==> config.mk <==
export PLATFORM = sky130hd
export DESIGN_NAME = clk_ratio_monitor
export DESIGN_NICKNAME = d
export VERILOG_FILES = /design/src/rtl/clk_ratio_monitor.sv
export SDC_FILE = /design/constraint.sdc
export NUM_CORES = 1
export LEC_CHECK = 0
export CAP_MARGIN = 15
export CORE_MARGIN = 4
export CORE_UTILIZATION = 50
export CTS_CLUSTER_DIAMETER = 80
export DETAILED_ROUTE_END_ITERATION = 10
export PLACE_DENSITY = 0.71
export REMOVE_ABC_BUFFERS = 1
export SYNTH_ARGS = -nofsm -noshare
export SYNTH_HDL_FRONTEND = slang
export SYNTH_SLANG_ARGS = --single-unit
==> constraint.sdc <==
create_clock -name I_ref_clk -period 2.5 [get_ports I_ref_clk]
set_input_delay 0.25 -clock I_ref_clk [delete_from_list [all_inputs] [get_ports I_ref_clk]]
set_output_delay 0.25 -clock I_ref_clk [all_outputs]
set_load 0.01 [all_outputs]
==> src/rtl/clk_ratio_monitor.sv <==
// Self-check for a clock divider: measures high/low/period of the divided clock in reference
// cycles, compares each period against the programmed ratio and tracks lock and timeout.
module clk_ratio_monitor #(
    parameter int unsigned RATIO_W  = 8,
    parameter int unsigned LOCK_CNT = 4
) (
    input  logic               I_ref_clk,
    input  logic               I_rst,
    input  logic               I_en,
    input  logic               I_div_clk,
    input  logic [RATIO_W-1:0] I_exp_ratio,
    output logic [RATIO_W-1:0] o_meas_high,
    output logic [RATIO_W-1:0] o_meas_low,
    output logic [RATIO_W:0]   o_meas_ratio,
    output logic               o_valid,
    output logic               o_mismatch,
    output logic               o_locked,
    output logic               o_timeout
);

    localparam int unsigned         MATCH_W  = $clog2(LOCK_CNT + 1);
    localparam logic [RATIO_W-1:0]  CNT_MAX  = '1;
    localparam logic [MATCH_W-1:0]  LOCK_TGT = MATCH_W'(LOCK_CNT);

    typedef enum logic [1:0] {
        IDLE      = 2'd0,
        SYNC      = 2'd1,
        MEAS_HIGH = 2'd2,
        MEAS_LOW  = 2'd3
    } state_e;

    state_e             state_q, state_d;
    logic               div_q;
    logic [RATIO_W-1:0] hi_cnt_q, hi_cnt_d;
    logic [RATIO_W-1:0] lo_cnt_q, lo_cnt_d;
    logic [MATCH_W-1:0] match_cnt_q, match_cnt_d;
    logic [RATIO_W-1:0] meas_high_q, meas_high_d;
    logic [RATIO_W-1:0] meas_low_q, meas_low_d;
    logic [RATIO_W:0]   meas_ratio_q, meas_ratio_d;
    logic               valid_q, valid_d;
    logic               mismatch_q, mismatch_d;
    logic               locked_q, locked_d;
    logic               timeout_q, timeout_d;

    logic               rise_c, fall_c;
    logic [RATIO_W:0]   sum_c;
    logic [RATIO_W-1:0] diff_c;
    logic               check_en_c, period_ok_c;
    logic [MATCH_W-1:0] match_inc_c;
    logic               timeout_hit_c;

    assign rise_c = I_div_clk & ~div_q;
    assign fall_c = ~I_div_clk & div_q;

    // Period check: total must equal the ratio, and the duty split must be as even as possible.
    assign sum_c       = {1'b0, hi_cnt_q} + {1'b0, lo_cnt_q};
    assign diff_c      = (hi_cnt_q >= lo_cnt_q) ? (hi_cnt_q - lo_cnt_q) : (lo_cnt_q - hi_cnt_q);
    assign check_en_c  = (I_exp_ratio >= RATIO_W'(2));
    assign period_ok_c = (sum_c == {1'b0, I_exp_ratio}) &&
                         (I_exp_ratio[0] ? (diff_c == RATIO_W'(1)) : (hi_cnt_q == lo_cnt_q));
    assign match_inc_c = (match_cnt_q == LOCK_TGT) ? match_cnt_q : (match_cnt_q + MATCH_W'(1));

    always_comb begin
        state_d       = state_q;
        hi_cnt_d      = hi_cnt_q;
        lo_cnt_d      = lo_cnt_q;
        match_cnt_d   = match_cnt_q;
        meas_high_d   = meas_high_q;
        meas_low_d    = meas_low_q;
        meas_ratio_d  = meas_ratio_q;
        valid_d       = 1'b0;
        mismatch_d    = mismatch_q;
        locked_d      = locked_q;
        timeout_d     = timeout_q;
        timeout_hit_c = 1'b0;

        case (state_q)
            IDLE: begin
                if (I_en) begin
                    state_d = SYNC;
                end
            end
            SYNC: begin
                if (rise_c) begin
                    hi_cnt_d = RATIO_W'(1);
                    state_d  = MEAS_HIGH;
                end
            end
            MEAS_HIGH: begin
                if (fall_c) begin
                    lo_cnt_d = RATIO_W'(1);
                    state_d  = MEAS_LOW;
                end else if (hi_cnt_q == CNT_MAX) begin
                    timeout_hit_c = 1'b1;
                end else begin
                    hi_cnt_d = hi_cnt_q + RATIO_W'(1);
                end
            end
            MEAS_LOW: begin
                if (rise_c) begin
                    meas_high_d  = hi_cnt_q;
                    meas_low_d   = lo_cnt_q;
                    meas_ratio_d = sum_c;
                    valid_d      = 1'b1;
                    timeout_d    = 1'b0;
                    if (!check_en_c) begin
                        mismatch_d  = 1'b0;
                        locked_d    = 1'b0;
                        match_cnt_d = '0;
                    end else if (period_ok_c) begin
                        mismatch_d  = 1'b0;
                        match_cnt_d = match_inc_c;
                        locked_d    = (match_inc_c == LOCK_TGT);
                    end else begin
                        mismatch_d  = 1'b1;
                        locked_d    = 1'b0;
                        match_cnt_d = '0;
                    end
                    hi_cnt_d = RATIO_W'(1);
                    lo_cnt_d = '0;
                    state_d  = MEAS_HIGH;
                end else if (lo_cnt_q == CNT_MAX) begin
                    timeout_hit_c = 1'b1;
                end else begin
                    lo_cnt_d = lo_cnt_q + RATIO_W'(1);
                end
            end
            default: state_d = IDLE;
        endcase

        if (timeout_hit_c) begin
            timeout_d   = 1'b1;
            locked_d    = 1'b0;
            match_cnt_d = '0;
            hi_cnt_d    = '0;
            lo_cnt_d    = '0;
            state_d     = SYNC;
        end

        // Disable overrides everything except the timeout flag, which still records the event.
        if (!I_en) begin
            state_d      = IDLE;
            hi_cnt_d     = '0;
            lo_cnt_d     = '0;
            match_cnt_d  = '0;
            locked_d     = 1'b0;
            valid_d      = 1'b0;
            meas_high_d  = meas_high_q;
            meas_low_d   = meas_low_q;
            meas_ratio_d = meas_ratio_q;
            mismatch_d   = mismatch_q;
            timeout_d    = timeout_q | timeout_hit_c;
        end
    end

    always_ff @(posedge I_ref_clk) begin
        if (I_rst) begin
            state_q      <= IDLE;
            div_q        <= 1'b0;
            hi_cnt_q     <= '0;
            lo_cnt_q     <= '0;
            match_cnt_q  <= '0;
            meas_high_q  <= '0;
            meas_low_q   <= '0;
            meas_ratio_q <= '0;
            valid_q      <= 1'b0;
            mismatch_q   <= 1'b0;
            locked_q     <= 1'b0;
            timeout_q    <= 1'b0;
        end else begin
            state_q      <= state_d;
            div_q        <= I_div_clk;
            hi_cnt_q     <= hi_cnt_d;
            lo_cnt_q     <= lo_cnt_d;
            match_cnt_q  <= match_cnt_d;
            meas_high_q  <= meas_high_d;
            meas_low_q   <= meas_low_d;
            meas_ratio_q <= meas_ratio_d;
            valid_q      <= valid_d;
            mismatch_q   <= mismatch_d;
            locked_q     <= locked_d;
            timeout_q    <= timeout_d;
        end
    end

    assign o_meas_high  = meas_high_q;
    assign o_meas_low   = meas_low_q;
    assign o_meas_ratio = meas_ratio_q;
    assign o_valid      = valid_q;
    assign o_mismatch   = mismatch_q;
    assign o_locked     = locked_q;
    assign o_timeout    = timeout_q;

endmodule

# Word level (Yosys, flattened, before mapping)
# Cells that the tools add are included.
dict set report classes {
  add_sub_neg 6
  n_mul 0
  n_div 0
  magnitude_cmp 2
  eq_ne 19
  n_shift 0
  muxes 31
  n_bitwise 7
  reduce_logical 15
}
# operator count
set ops {}
lappend ops {{2-to-1 mux 8 bit} 7}
lappend ops {{one-hot mux 8 bit (2 select lines)} 2}
lappend ops {{adder 8 x 1 -> 8 bit (second input constant)} 2}
lappend ops {{equality test 8 bit (second input constant)} 2}
lappend ops {{subtractor 8 bit} 2}
lappend ops {{2-to-1 mux 1 bit} 15}
lappend ops {{adder 8 x 8 -> 9 bit} 1}
lappend ops {{equality test 9 x 8 -> 1 bit} 1}
lappend ops {{2-to-1 mux 3 bit} 3}
lappend ops {{!= test 3 x 1 -> 1 bit (second input constant)} 3}
lappend ops {{equality test 8 x 1 -> 1 bit (second input constant)} 1}
lappend ops {{equality test 8 bit} 1}
lappend ops {{>= comparator 8 x 2 -> 1 bit (second input constant)} 1}
lappend ops {{>= comparator 8 bit} 1}
lappend ops {{AND reduction 2 bit} 4}
lappend ops {{equality test 3 bit (second input constant)} 2}
lappend ops {{!= test 2 bit (second input constant)} 3}
lappend ops {{!= test 3 bit (second input constant)} 2}
lappend ops {{one-hot mux 2 bit (3 select lines)} 1}
lappend ops {{AND reduction 3 bit} 2}
lappend ops {{OR reduction 3 bit} 2}
lappend ops {{equality test 2 bit (second input constant)} 2}
lappend ops {{2-to-1 mux 2 bit} 2}
lappend ops {{NOT 1 bit} 4}
lappend ops {{other kinds (11)} 14}
dict set report totals {
  ff_bits 51
  latch_bits 0
  mem_bits_rw 0
  rom_bits 0
  inputBits 12
  out_inout_bits 29
  mem_count 0
}

# Longest topological paths before layout
# Gate-level depths: netlist of run 1.
dict set report depth {
  word_depth 7
  depth_mapped 11
  mapped_depth_nobuf 10
}

# Worst setup path after synthesis of run 1
# No wires, ideal clock.
dict set report synth_path {
  path_type {register to register}
  from {reg hi_cnt_q[1]}
  to {reg mismatch_q, in the netlist o_mismatch}
  setup_time_ns 0.116
  arrival_ns 2.466
  slack_ns -0.082
  path_stages_with_launch 10
  path_buffers 0
  synth_period_minus_slack_ns 2.582
  path_cell_list {dfxtp_1 inv_1 ha_1 nand2b_1 a21oi_1 xnor3_1 a2111o_1 nor4_4 o211ai_1 a31o_1}
}
dict set report synth_between {
  elab_chain_len 7
  word_cells_on_any_way 12
  classes_between {add/sub (3); order compare (1); eq/ne (3); mux (4); reduce/logical (1)}
}
# item line
set synth_rtl {}
lappend synth_rtl {{from (decl)} 34} ;# logic [RATIO_W-1:0] hi_cnt_q, hi_cnt_d;
lappend synth_rtl {{from (signal assigned)} 173} ;# hi_cnt_q <= hi_cnt_d;
lappend synth_rtl {{subtractor 8 bit / >= comparator 8 bit (equally long branches)} 57} ;# assign diff_c = (hi_cnt_q >= lo_cnt_q) ? (hi_cnt_q - lo_cnt_q) : (lo_cnt_q - hi_cnt_q);
lappend synth_rtl {{2-to-1 mux 8 bit} 57}
lappend synth_rtl {{equality test 8 x 1 -> 1 bit} 60} ;# (I_exp_ratio[0] ? (diff_c == RATIO_W'(1)) : (hi_cnt_q == lo_cnt_q));
lappend synth_rtl {{2-to-1 mux 1 bit} 60}
lappend synth_rtl {{logical AND 1 bit *} 59} ;# assign period_ok_c = (sum_c == {1'b0, I_exp_ratio}) &&
lappend synth_rtl {{2-to-1 mux 1 bit *} 110} ;# end else if (period_ok_c) begin
lappend synth_rtl {{2-to-1 mux 1 bit *} 106} ;# if (!check_en_c) begin
lappend synth_rtl {{to (signal assigned)} 180} ;# mismatch_q <= mismatch_d;
lappend synth_rtl {{to (decl)} 41} ;# logic mismatch_q, mismatch_d;
# Mark *: on every way between the ends. The rest lies on a longest branch, timed or not.
# A chain may end at the register's enable or synchronous reset.

# Worst setup path in the final report of run 1
dict set report layout_path {
  from {reg hi_cnt_q[0]}
  to {reg mismatch_q, in the netlist o_mismatch}
}
dict set report layout_between {
  word_cells_on_any_way 12
  classes_between {add/sub (3); order compare (1); eq/ne (3); mux (4); reduce/logical (1)}
}
# item line
set layout_lines {}
lappend layout_lines {{adder 8 x 8 -> 9 bit} 56} ;# assign sum_c = {1'b0, hi_cnt_q} + {1'b0, lo_cnt_q};
lappend layout_lines {{via sum_c[1]} 46} ;# logic [RATIO_W:0] sum_c;
lappend layout_lines {{equality test 9 x 8 -> 1 bit} 59}
lappend layout_lines {{logical AND 1 bit} 59}
lappend layout_lines {{2-to-1 mux 1 bit} 110}
lappend layout_lines {{2-to-1 mux 1 bit} 106}
# The timed path passes the listed nets, and every way through them passes these cells.

==> impl_metrics.py, run 1 <==
metrics = {
    "die": {
        "die_h_um": 92.87,
        "rows": 30,
        "die_area_sq_um": 8624,
        "io-pin-count": 41,
        "start_util_pct": 52.14,
        "fp.dieW_um": 92.87,
        "core_region_area_sq_um": 6907,
    },
    "sta": {
        "period_minus_slack_ps": 2539,
        "maxSlewHeadroom_pct": 61.74,
        "period_share_pct": 101.6,
        "finClkSkew_ps": 7.890,
        "finalSetupViolations": 3,
        "worstMarginPinSlew_ps": 568.7,
        "slew_violations": 0,
        "layout_setup_ws_ps": -39.43,
        "rsz0062_at_grt": "yes",
        "tns_ps": -63.72,
        "hold_violations": 0,
        "clock.fmax_ghz": 0.3938,
    },
    "synth": {
        "ys_ff_latch": 51,
        "ys_warn_count": 0,
        "synth_top_cell_area_share_pct": 28.35,
        "yosysSeqAreaShare_pct": 28.35,
        "synthArstFlopShare_pct": 0,
        "synth.area.top_cells": "dfxtp_1 (28%), ha_1 (9.4%), xnor2_1 (6.8%)",
        "yosys.area.top_type": "dfxtp_1",
        "postSynth.topFlopCell": "dfxtp_1",
        "yosysMostFrequentCell": "nand2_1",
        "synth_area_sq_um": 3601,
        "synth_edf_count": 0,
        "yosys-top-cells-count": "nand2_1 (62), dfxtp_1 (51), nor2_1 (39), a21oi_1 (37), xnor2_1 (28)",
        "synthCells": 447,
        "avgSynthCellArea_sq_um": 8.056,
        "synth_cell_types": 70,
    },
    "clock_network": {
        "clock_latency_ps": 320,
        "cts_tree": "yes",
        "clock_path_buffers": 2,
        "clock_sinks": 51,
        "cts_hold_buffers": 0,
        "cts_root_buffer": "clkbuf_8",
        "clk_pin_slew_ps": 100,
        "numCtsBuffers": 5,
        "htree_num_levels": 2,
    },
    "critical_path": {
        "worst_setup_path_start_kind": "register",
        "cp_max_fo": 4,
        "reg2reg_slack_ps": -40,
        "cp.buffers_inverters": 0,
        "cp.arrival_ps": 2760,
        "cp_top_family": "adder cells",
        "crit_required_ps": 2720,
        "path_cells": "ha_4, fa_2, xnor2_2, nand3_1, a2111o_1, nor4_4, o211ai_1, a31o_1",
        "worst_path_max_delay_cell": "fa_2",
        "cpPeakStageDelay_ps": 590,
        "cp-end-kind": "register",
        "critPathKind": "reg -> reg",
    },
    "routing": {
        "ant_nets": 0,
        "vias_per_cell": 5.539,
        "vias": 3578,
        "routed_wl_um": 10930,
        "dr.pass1.iters": 5,
        "wl_per_cell_um": 16.91,
        "post-route-drc-count": 0,
        "drtIter0Drc": 306,
    },
    "global_routing": {
        "antenna_found_initial": 0,
        "grt_max_degree": 25,
        "gr-usage-all-layers_pct": 25.26,
        "grt_first_pass_wirelength_um": 17000,
        "grt.overflow.total": 0,
        "grt_pass1_vias": 3273,
    },
    "power": {
        "swShare_pct": 23.38,
        "ir_drop_mv": 0.2616,
        "p_sw_w": 0.0003654,
        "clockPowerShare_pct": 40.5,
        "seqPwrFrac_pct": 52.2,
        "p_int_w": 0.001198,
        "p_leak_nw": 1.896,
        "p_per_area_nw_per_um2": 314.6,
        "pwr-share-comb_pct": 7.3,
    },
    "placement": {
        "place_inst": 627,
        "dp_hpwl_um": 8474,
        "io_buffer_count": 40,
        "place_congestion": 0.9835,
    },
    "layout": {
        "antenna-diode-count": 0,
        "final_nets": 591,
        "layoutNonFillerInstCount": 646,
        "drive_gt1_share_pct": 26.00,
        "area_growth_pct": 38.01,
    },
    "hold_path": {
        "hold_class": "reg -> reg",
    },
    "run_status": {
        "violations": "negative setup slack",
        "status": "finished with violations",
    },
    "job": {
        "drv_cap": 0,
    },
}
## area by class of cell
| type | count | area, sq um |
|---|---|---|
| tap | 96 | 120.1 |
| timing repair buffer | 113 | 953.4 |
| fill | 574 | 1937 |
| clock inverter | 2 | 38.79 |
| sequential | 51 | 1033 |
| multi-input combinational | 351 | 2638 |
| inverter | 27 | 103.9 |
| clock buffer | 6 | 82.58 |
## cell usage in the layout, fill, tap and decap left out, types with 7 or more instances in the layout
cell,n
buf_4,70
o21ai_0,13
inv_1,23
a21oi_1,35
nand4_1,8
nand2_1,62
nor3_1,9
clkdlybuf4s50_1,40
nand3_1,9
xnor2_1,23
dfxtp_1,45
nand2b_1,12
ha_4,7
nor2_1,37
a211oi_1,8
nor2b_1,11
ha_1,17
## flip-flops by register name, indices dropped and copies added, names as in the netlist
signal,count
div_q,1
o_mismatch,1
o_valid,1
hi_cnt_q,8
o_meas_high,8
o_meas_low,8
lo_cnt_q,8
o_locked,1
match_cnt_q,3
o_meas_ratio,9
state_q,2
o_timeout,1
## worst reg2reg max path, cell delays in order (launching register included)
cell,delay (ps)
dfxtp_4,380
ha_4,170
fa_2,590
xnor2_2,150
nand3_1,140
a2111o_1,400
nor4_4,250
o211ai_1,170
a31o_1,190
## timing repair
item / CTS / global route
buffers inserted: 5 / 5
resized for setup: 31 / 32
endpoints found under the setup margin: 5 / 5
pin swaps: 20 / 17
gates cloned: 1 / 0
## routing by layer
layer  track usage, %  wire [um]
met2            40.67       5226
met4            7.814        190
met1            35.00       4882
met5                0          0
met3            3.412        625
## power by group through the flow
stage / combinational, W / sequential [W] / clock (W)
after floorplan: 0.0000481 / 0.000836 / 0
after global placement: 0.000101 / 0.000836 / 0
after detailed placement: 0.000101 / 0.000836 / 0
after CTS: 0.000106 / 0.000817 / 0.000645
after global routing: 0.000122 / 0.000817 / 0.000674
final: 0.000114 / 0.000816 / 0.000634
## final timing paths
kind	start	end	cells past startpoint
worst min-delay path	o_meas_high[5]	o_meas_high[5]	2
worst min register to register	o_meas_high[5]	o_meas_high[5]	2
worst max-delay path	hi_cnt_q[0]	o_mismatch	8
worst max register to register	hi_cnt_q[0]	o_mismatch	8
## cells by family after synthesis
group                    after synthesis  share of synthesized area [%]
AO/OA/AOI/OAI                        107                          20.71
XOR/XNOR                              34                          9.243
adder cells (fa/ha/maj)               30                          11.05
buffers and inverters                 45                          5.281
flip-flops                            51                          28.35
multiplexers                           1                         0.2780
AND/OR/NAND/NOR                      179                          25.09
## through the flow
step,utilization (%),worst slack (ps),hold slack [ps],instance area [sq um],power [W]
after CTS,69.69,-50.24,460.9,4813,0.001568
after floorplan,-,-126.7,319.1,3512,0.0008842
after global routing,71.96,-145.2,482.5,4970,0.001613
after global placement,65.13,-136.7,441.2,4498,0.0009373
final,71.96,-39.43,456.3,4970,0.001563
after detailed placement,65.13,-207.4,443.3,4498,0.0009373
(Power assumes the default switching activity.)
==> inputs of run 2 (changes only) <==
--- a/config.mk
+++ b/config.mk
@@ -10,6 +10,7 @@
 export CORE_UTILIZATION = 50
 export CTS_CLUSTER_DIAMETER = 80
 export DETAILED_ROUTE_END_ITERATION = 10
+export HOLD_SLACK_MARGIN = 0.12
 export PLACE_DENSITY = 0.71
 export REMOVE_ABC_BUFFERS = 1
 export SYNTH_ARGS = -nofsm -noshare
==> results of run 2 <==
Final layout, timing and power as in run 1 (identical DEF).
